[config.mk]
export PLATFORM = sky130hd
export DESIGN_NAME = core_run_ctrl
export DESIGN_NICKNAME = d
export VERILOG_FILES = /design/src/rtl/core_run_ctrl.sv
export SDC_FILE = /design/constraint.sdc
export NUM_CORES = 1
export LEC_CHECK = 0
export CAP_MARGIN = 20
export CORE_UTILIZATION = 40
export DETAILED_ROUTE_END_ITERATION = 6
export PLACE_DENSITY = 0.87
export SYNTH_ARGS = -nofsm -noshare
export SYNTH_HDL_FRONTEND = slang
export SYNTH_SLANG_ARGS = --single-unit
export TNS_END_PERCENT = 1
[constraint.sdc]
create_clock -name clk -period 2.8 [get_ports clk]
set_input_delay 0.28 -clock clk [delete_from_list [all_inputs] [get_ports clk]]
set_output_delay 0.28 -clock clk [all_outputs]
set_load 0.05 [all_outputs]
[src/rtl/core_run_ctrl.sv]
// Run sequencer and data-memory arbiter for the 9-bit-ISA core.
// Define RUN_TIMEOUT_EN to enable the RUN watchdog (MAX_CYCLES); otherwise timeout is tied low.
module core_run_ctrl #(
  parameter int ADDR_W       = 8,
  parameter int DATA_W       = 8,
  parameter int PC_W         = 12,
  parameter int START_CYCLES = 2,
  parameter int MAX_CYCLES   = 4096,
  parameter int CNT_W        = 16
) (
  input  logic              clk,
  input  logic              reset,
  input  logic              host_go,
  input  logic [PC_W-1:0]   host_prog_base,
  input  logic              host_req,
  input  logic              host_we,
  input  logic [ADDR_W-1:0] host_addr,
  input  logic [DATA_W-1:0] host_wdata,
  output logic              host_ack,
  output logic [DATA_W-1:0] host_rdata,
  output logic              core_start,
  output logic              core_pc_load,
  output logic [PC_W-1:0]   core_pc_init,
  input  logic              core_done,
  input  logic              core_mem_we,
  input  logic [ADDR_W-1:0] core_mem_addr,
  input  logic [DATA_W-1:0] core_mem_wdata,
  output logic              mem_we,
  output logic [ADDR_W-1:0] mem_addr,
  output logic [DATA_W-1:0] mem_wdata,
  input  logic [DATA_W-1:0] mem_rdata,
  output logic              busy,
  output logic              run_done,
  output logic              timeout,
  output logic [CNT_W-1:0]  cycle_count
);

  typedef enum logic [1:0] {S_IDLE, S_LAUNCH, S_RUN, S_DONE} state_e;

  localparam int LCW = (START_CYCLES > 1) ? $clog2(START_CYCLES) : 1;
  localparam logic [LCW-1:0]   LAUNCH_LAST = LCW'(START_CYCLES - 1);
  localparam logic [CNT_W-1:0] WD_LAST     = CNT_W'(MAX_CYCLES - 1);

`ifdef RUN_TIMEOUT_EN
  localparam bit WD_EN = 1'b1;
`else
  localparam bit WD_EN = 1'b0;
`endif

  state_e            state_q, state_d;
  logic [LCW-1:0]    launch_cnt_q, launch_cnt_d;
  logic [PC_W-1:0]   pc_init_q, pc_init_d;
  logic [CNT_W-1:0]  cnt_q, cnt_d;
  logic              timeout_q, timeout_d;
  logic              host_ack_q;
  logic [DATA_W-1:0] host_rdata_q;

  logic host_owns;
  logic host_accept;
  logic cnt_full;
  logic wd_hit;

  assign host_owns   = (state_q == S_IDLE) || (state_q == S_DONE);
  assign host_accept = host_owns && host_req;
  assign cnt_full    = &cnt_q;
  assign wd_hit      = WD_EN && (cnt_q == WD_LAST);

  always_comb begin
    state_d      = state_q;
    launch_cnt_d = launch_cnt_q;
    pc_init_d    = pc_init_q;
    cnt_d        = cnt_q;
    timeout_d    = timeout_q;
    unique case (state_q)
      S_IDLE, S_DONE: begin
        if (host_go) begin
          pc_init_d    = host_prog_base;
          cnt_d        = '0;
          timeout_d    = 1'b0;
          launch_cnt_d = '0;
          state_d      = S_LAUNCH;
        end
      end
      S_LAUNCH: begin
        // core_done may still be high from the previous run; it is not looked at here.
        if (launch_cnt_q == LAUNCH_LAST) state_d = S_RUN;
        else launch_cnt_d = launch_cnt_q + LCW'(1);
      end
      S_RUN: begin
        if (core_done) begin
          state_d = S_DONE;
          if (!cnt_full) cnt_d = cnt_q + CNT_W'(1);
        end else if (wd_hit) begin
          state_d   = S_DONE;
          timeout_d = 1'b1;
        end else if (!cnt_full) begin
          cnt_d = cnt_q + CNT_W'(1);
        end
      end
      default: state_d = S_IDLE;
    endcase
  end

  always_ff @(posedge clk or posedge reset) begin
    if (reset) begin
      state_q      <= S_IDLE;
      launch_cnt_q <= '0;
      pc_init_q    <= '0;
      cnt_q        <= '0;
      timeout_q    <= 1'b0;
      host_ack_q   <= 1'b0;
      host_rdata_q <= '0;
    end else begin
      state_q      <= state_d;
      launch_cnt_q <= launch_cnt_d;
      pc_init_q    <= pc_init_d;
      cnt_q        <= cnt_d;
      timeout_q    <= timeout_d;
      host_ack_q   <= host_accept;
      if (host_accept) host_rdata_q <= host_we ? host_wdata : mem_rdata;
    end
  end

  // Memory port mux: the core only ever reaches dat_mem while in RUN.
  always_comb begin
    mem_we    = 1'b0;
    mem_addr  = core_mem_addr;
    mem_wdata = core_mem_wdata;
    if (state_q == S_RUN) begin
      mem_we = core_mem_we;
    end else if (host_owns) begin
      mem_we    = host_req && host_we && !reset;
      mem_addr  = host_addr;
      mem_wdata = host_wdata;
    end
  end

  assign core_start   = (state_q != S_RUN);
  assign core_pc_load = (state_q == S_LAUNCH) && (launch_cnt_q == '0);
  assign core_pc_init = pc_init_q;
  assign busy         = (state_q == S_LAUNCH) || (state_q == S_RUN);
  assign run_done     = (state_q == S_DONE);
  assign timeout      = timeout_q;
  assign cycle_count  = cnt_q;
  assign host_ack     = host_ack_q;
  assign host_rdata   = host_rdata_q;

endmodule

# After elaboration in Yosys (flattened, before gate mapping)
# Index checks and enable logic that the tools add are counted.
dict set report totals {
  ff_bits 40
  out_inout_bits 59
  elab_cells 50
  inputBits 59
}
dict set report op_classes {
  addsub 2
  bitwise 1
  n_eq_ne 8
  n_mux 17
  reduce_logical 16
}
# op count
set op_table {}
lappend op_table {{8-bit two-way mux} 5}
lappend op_table {{16-bit two-way mux} 2}
lappend op_table {{16-bit case mux with 2 select lines} 1}
lappend op_table {{16-bit by 1-bit adder with 16-bit output, second input constant} 1}
lappend op_table {{16-bit AND reduction} 1}
lappend op_table {{2-bit inequality test, second input constant} 5}
lappend op_table {{2-bit two-way mux} 3}
lappend op_table {{2-bit case mux with 3 select lines} 1}
lappend op_table {{3-bit AND reduction} 2}
lappend op_table {{2-bit equality test, second input constant} 2}
lappend op_table {{1-bit logical AND} 4}
lappend op_table {{1-bit two-way mux} 4}
lappend op_table {{2-bit AND reduction} 2}
lappend op_table {{2-bit nonzero test} 2}
lappend op_table {{2-bit by 1-bit equality test with 1-bit output, second input constant} 1}
lappend op_table {{2-bit zero test} 1}
lappend op_table {{1-bit logical OR} 2}
lappend op_table {{1-bit case mux with 2 select lines} 1}
lappend op_table {{2-bit OR reduction} 1}
lappend op_table {{1-bit adder, second input constant} 1}
lappend op_table {{1-bit zero test} 1}
lappend op_table {{1-bit inverter} 1}

# Longest topological paths before layout
dict set report logic_depth {
  word_depth 4
  mapped_depth 8
  ltp_nobuf 6
}

# Least setup slack after synthesis
# Ideal clock, no wire load.
dict set report synth_path {
  path_type {reg2out}
  start {register state_q[0]}
  end {output mem_we}
  slack_ns 0.126
  path_stages_with_launch 7
  n_path_buf 1
  arrival_time_ns 2.394
  required_ns 2.520
  path_cell_list {dfrtp_1 -> inv_1 -> ha_1 -> and2_1 -> clkbuf_1 -> nand3_1 -> o21ai_0}
}
dict set report synth_via {
  elab_chain_cells 4
  word_cells_on_any_way 6
  cone_classes {2 x eq/ne; 2 x mux; 2 x reduce/logical}
}
# item line
set synth_rtl {}
lappend synth_rtl {{start, declared} 50} ;# state_e state_q, state_d;
lappend synth_rtl {{start signal, assigned} 114} ;# state_q <= state_d;
lappend synth_rtl {{2-bit equality test or 2-bit zero test (tied branches)} 63} ;# assign host_owns = (state_q == S_IDLE) || (state_q == S_DONE);
lappend synth_rtl {{1-bit logical OR} 63}
lappend synth_rtl {{1-bit two-way mux} 131} ;# end else if (host_owns) begin
lappend synth_rtl {{1-bit two-way mux (*)} 129} ;# if (state_q == S_RUN) begin
lappend synth_rtl {{end, declared} 28} ;# output logic mem_we,
# Mark *: on every way between the ends. The rest lies on a longest branch, timed or not.

# Worst setup path in the final report
dict set report layout_path {
  start {register state_q[0]}
  end {output core_start}
}
dict set report layout_via {
  elab_chain_cells 1
}
# item line
set layout_rtl {}
lappend layout_rtl {{2-bit inequality test} 138} ;# assign core_start = (state_q != S_RUN);
lappend layout_rtl {{end, declared} 21} ;# output logic core_start,
# No other way between the ends.

==> impl_results.md <==
* Run status: completed
* NumNets Final at 398
* Clk_skew at 0.00886 ns
* Setup WS post-layout at 0.290 ns
* DR vias at 2162
* Cells after Synth at 216
* Crit-path max cell delay at 0.71 ns
* Sequential power share at 0.200
* Comb pwr share at 0.686
* Hold Fails Final Rpt at 0
* Setup repair bufs after CTS at 0
* CTS buffer count at 5
* Syn_area_per_cell at 10.5 µm²
* Internal at 2.16 mW
* Predominant post-synthesis flop cell: dfrtp_1
* Port Buffers at 116
* Net Count, Synth at 280
* Worst hold margin at 0.268 ns
* GR Util All Layers at 0.210
* Crit path cell chain: inv_1 -> ha_1 -> buf_4 -> clkinv_1 -> clkdlybuf4s50_1
* Clk sinks at 40
* Die Width at 77.2 µm
* GRT overflow at 0
* Unique masters post-synth at 42
* Final max-slew violation count at 0
* Fmax at 398 MHz
* Crit-path slowest cell: clkdlybuf4s50_1
* Final core utilization at 0.660
* Avg Vias per Cell at 5.31
* Psw at 2.22 mW
* Area Overhead vs Synth at 59.4%
* Core Area at 5470 µm²
* Post-place setup slack at 0.609 ns
* Initial antenna violation count at 0
* Num ports at 118
* Post-DR wirelength/cell at 15.1 µm
* Min-delay worst type: primary input to asynchronous set/reset pin
* Minimum clock period at 2.51 ns
* Yosys warnings at 0
* Worst Path Arrival at 2.23 ns
* Post-DP HPWL at 4680 µm
* # setup viols final at 0
* Clk pwr share at 0.114
* CTS tree: built
* Reg clk slew, reported paths at 0.08 ns
* Seq cells post-synth at 40
* Starting density of the core at 0.414
* Pwr Density at 1210 nW/µm²
* FP Rows at 27
* Final Wtd Congestion at 0.886
* Post-cts sizing count at 0
* RSZ-0062 raised after global routing: false
* First-pass GRT wire length at 9830 µm
* Vias in the first global route at 2062
* Pleak at 1.48 nW
* Worst-path fanout max at 9
* Final TNS setup at 0 ns
* Drc violations at 0
* Die Y at 77.2 µm
* Layout cells sized above 1 at 0.197
* Asr flop ratio synth at 1.00
* Antenna-violating nets left at 0
* Switching share of power at 0.506
* H-Tree Depth at 2
* Worst-Margin Slew at 0.579 ns
* Number of hold buffers added after CTS at 0
* Worst VDD drop at 0.938 mV
* Max clock buf depth at 2
* Routed WL at 6150 µm
* Crit Path Class: flop to primary output
* EDFF count, synth at 0
* Worst setup EP type: primary output
* Sequential fraction of the synthesis area at 0.442
* Initial DRC count at 231
* Router iterations before antenna repair at 4
* Pin count of the biggest net entering global routing at 32
* Worst Path Required at 2.52 ns
* Root buffer cell: clkbuf_8
* # diodes at 0
* Crit share post-route at 0.896
* Number of max-cap violations at 0
* Slew headroom at 0.614
* Syn Std Cell Area at 2260 µm²
* Worst-Skew Late Latency at 0.30 ns
* Worst setup SP type: flop
* Die area at 5970 µm²
## worst paths after layout
kind                                              from  slack (ns)  depth (start not counted)                     endpoint
setup / recovery                state_q[0]$_DFFE_PP0P_        0.29                          5                   core_start
hold / removal                                   reset        0.27                          2    host_rdata[7]$_DFFE_PP0P_
setup reg to reg                state_q[0]$_DFFE_PP0P_        0.57                          6  cycle_count[11]$_DFFE_PP0P_
hold reg to reg            core_pc_init[5]$_DFFE_PP0P_        0.51                          1  core_pc_init[5]$_DFFE_PP0P_
max in group asynchronous                        reset        1.80                          3   cycle_count[3]$_DFFE_PP0P_
min in group clk           core_pc_init[5]$_DFFE_PP0P_        0.51                          1  core_pc_init[5]$_DFFE_PP0P_
## layout make-up
class	count	area, µm²
Tap cell	72	90.1
Inverter	11	41.3
Clock inverter	2	38.8
Fill cell	460	1860
Clock buffer	6	82.6
Sequential cell	40	1000
Multi-Input combinational cell	154	1170
Timing Repair Buffer	122	1190
## critical path: cells and delay by family (launching register included)
family | cells | cell delay, ns
buf+inv | 4 | 1.13
flops | 1 | 0.42
fa+ha+maj | 1 | 0.38
## placed cells by master, fill, tap and decap left out, drive strengths merged, types with 10 or more instances in the layout
cell type	instances
inv	10
dfrtp	40
nand2	13
clkdlybuf4s50	99
mux2	29
buf	23
mux2i	13
a21oi	15
nor2	16
## through the flow
stage	power [mW]	cells	instance area, µm²
after CTS	4.41	407	3610
after global routing	4.59	407	3610
after detailed placement	3.88	399	3490
after global placement	3.84	399	3490
after floorplan	2.95	216	2260
final	4.38	407	3610
## power groups by stage
stage,logic [mW],clock network [mW],registers [mW]
floorplan,1.51,0,1.44
CTS,3.02,0.512,0.875
global placement,2.97,0,0.869
detailed placement,3.00,0,0.884
finish,3.00,0.497,0.876
global route,3.15,0.538,0.900
## layer usage
metal | vias to the layer above | global-route usage | routed length [µm]
li1 | 1032 | - | -
met5 | - | 0 | 0
met3 | 8 | 0.0571 | 396
met4 | 0 | 0.0755 | 80
met1 | 1038 | 0.269 | 2640
met2 | 84 | 0.338 | 3030
## state kept, by name, summed over array words and instances, names as in the netlist
name	flops
cycle_count	16
core_pc_init	12
host_ack	1
state_q	2
host_rdata	8
launch_cnt_q	1
## synth_stat cells (all sizes together) (2+ instances only)
master,n,area [µm²]
dfrtp,40,1000
o31ai,2,15.0
mux2,29,327
nand3,8,52.6
nand4,2,12.5
nand2b,2,12.5
o2bb2ai,2,17.5
a21oi,15,75.1
nand2,13,48.8
o211ai,2,15.0
ha,5,62.6
clkbuf,5,18.8
nor2,16,60.1
inv,10,37.5
nor3,8,40.0
o221ai,5,43.8
mux2i,13,130
buf,6,35.0
nor4,6,52.6
o21ai,4,20.0
or4,3,26.3
o22ai,2,18.8
a22o,6,52.6
## kinds of logic (layout without fill, tap and decap cells)
| group | after synthesis | count (layout) | synth area share |
|---|---|---|---|
| compound gates | 44 | 44 | 0.139 |
| buf+inv | 22 | 141 | 0.0420 |
| flops | 40 | 40 | 0.442 |
| other cells | 1 | 1 | 0.00166 |
| fa+ha+maj | 5 | 5 | 0.0276 |
| mux | 42 | 42 | 0.202 |
| simple gates | 62 | 62 | 0.146 |
No activity file was read; power rests on OpenSTA's default activity.
==> variant, RTL diff (same flow settings) <==
Build with the macro `RUN_TIMEOUT_EN` defined.
--- a/src/rtl/core_run_ctrl.sv
+++ b/src/rtl/core_run_ctrl.sv
@@ -2,2 +2,4 @@
 // Define RUN_TIMEOUT_EN to enable the RUN watchdog (MAX_CYCLES); otherwise timeout is tied low.
+`define RUN_TIMEOUT_EN
+
 module core_run_ctrl #(
Formal check against the unedited RTL: same outputs for any inputs over 10 cycles, from zero or initial values and one cycle with reset high; that may be too few to reach the edited logic, so the function may still have changed.
==> variant against the unedited design <==
Final area grew 1.6%. Clock skew shrank 0.0016 ns. Setup slack gained 0.077 ns. Global-route usage grew 2.9 points. Critical path depth grew 2. Total power shrank 4.3%. Area after synthesis grew 1.8%. Routed wire length grew 16%. Sequential cell count grew 1. Largest cell class unchanged. Largest power group unchanged. Highest routed layer unchanged.
==> variant: results (changes against the unedited design) <==
| Metric | Value |
|---|---|
| Clock Latency Late Sink | `0.30 ns (about the same)` |
| Layout fillers | `440 (-4.3%)` |
| Reg2reg end | `cycle_count[1]` |
| M2 GR Usage | `40.4% (+6.6 points)` |
| Top cells by count, synth | `dfrtp_1, mux2_2, nor2_1` |
| Worst clock skew | `0.00721 ns (-0.00164 ns)` |
| Share of cells above drive strength 1 | `18.4% (-1.3 points)` |
| Gr usage total | `23.9% (+2.9 points)` |
| FF-to-FF Start | `cycle_count[0]` |
| Synth area leaders | `dfrtp_1, mux2_2, a21oi_1` |
| Post-Synthesis Cells | `234 (+8.3%)` |
| Vias in the first global route | `2339 (+13%)` |
| DR vias | `2372 (+9.7%)` |
| Switching pwr | `2.21 mW (-0.31%)` |
| DP Wirelength | `5390 um (+15%)` |
| Antenna violations before repair | `0 (unchanged)` |
| Net count after synthesis | `297 (+6.1%)` |
| I/O Buffers | `117 (+0.86%)` |
| DR iter-0 viols | `327 (+42%)` |
| TritonCTS buffer count | `5 (unchanged)` |
| Reg2Reg Setup Slack | `0.53 ns (-0.04 ns)` |
| Largest net degree at the start of global routing | `26 (-19%)` |
| Placed insts | `423 (+6.0%)` |
| Met3 Usage GRT | `10.0% (+4.3 points)` |
| Diodes inserted | `0 (unchanged)` |
| Seq/Total Area, Yosys | `44.5% (+0.32 points)` |
| CP max FO | `16 (+7)` |
| Post-cts sizing count | `0 (unchanged)` |
| Met2 WL | `3570 um (+18%)` |
| Postcts setup bufs | `0 (unchanged)` |
| Wire length on met1 | `2770 um (+5.0%)` |
| Hold slack | `0.450 ns (+0.183 ns)` |
| Vias per cell | `5.50 (+3.6%)` |
| Tot Pwr | `4.19 mW (-4.3%)` |
| Dpl ws | `0.589 ns (-0.0194 ns)` |
| First-pass GRT wire length | `11100 um (+13%)` |
| Final GP Congestion | `0.934 (+5.5%)` |
| Seq power | `0.893 mW (+2%)` |
| Slew @ Worst Pin | `0.731 ns (+0.152 ns)` |
| Synth warn | `0 (unchanged)` |
| WP data arrival | `2.15 ns (-0.08 ns)` |
| GR Util met1 | `27.4% (+0.55 points)` |
| P_leak | `1.54 nW (+4.1%)` |
| Outcome | `complete, no violations` |
| Root Buffer | `clkbuf_8` |
| Setup crit end | `mem_addr[0]` |
| Comb. pwr | `2.90 mW (-3%)` |
| Reg2Reg Depth | `7 (+1)` |
| Number of distinct library cells after synthesis | `42 (unchanged)` |
| F_max | `0.411 GHz (+3.2%)` |
| Drt total wl | `7140 um (+16%)` |
| Placement Cell Area | `3580 um^2 (+2.5%)` |
| Metal3 WL | `730 um (+84%)` |
| Highest routed layer | `met4` |
| Max reg flops | `16 (unchanged)` |
| Peak VDD IR | `963 uV (+2.7%)` |
| Class of the worst hold path | `input pin to async pin` |
==> variant: changes by cell type in the layout (fill, tap and decap cells not counted), moves of 5 or more <==
cell,delta
a21oi_1,+5
nor3_1,-6
o221ai_1,-5
a22o_1,-6
a31oi_1,+7
o21ai_1,+7
mux2i_1,-5
nor2_1,+8
==> variant: critical path: stages, from the launching register on <==
cell and delay (ns):
dfrtp_1 0.40, inv_1 0.06, ha_1 0.37, inv_1 0.10
nor2_1 0.10, buf_4 0.25, mux2_2 0.37, buf_4 0.19
==> variant: cell families after synthesis <==
logic type	count (synthesis)	share of synthesized area, %
AOI/OAI and AO/OA	58	15.5
adders and majority gates	4	2.17
buffers and inverters	17	2.99
DFF	41	44.5
muxes	36	17.2
and+or+nand+nor	78	17.6
==> variant: layout make-up <==
cell class	instances	area [um^2]	share of cell area (%)
sequential	41	1030	28.0
clock inverter	3	22.5	0.614
inverter	8	30.0	0.819
timing repair buffer	126	1220	33.3
clock buffer	5	68.8	1.88
multi-input combinational	176	1210	33.0
tap	72	90.1	2.46
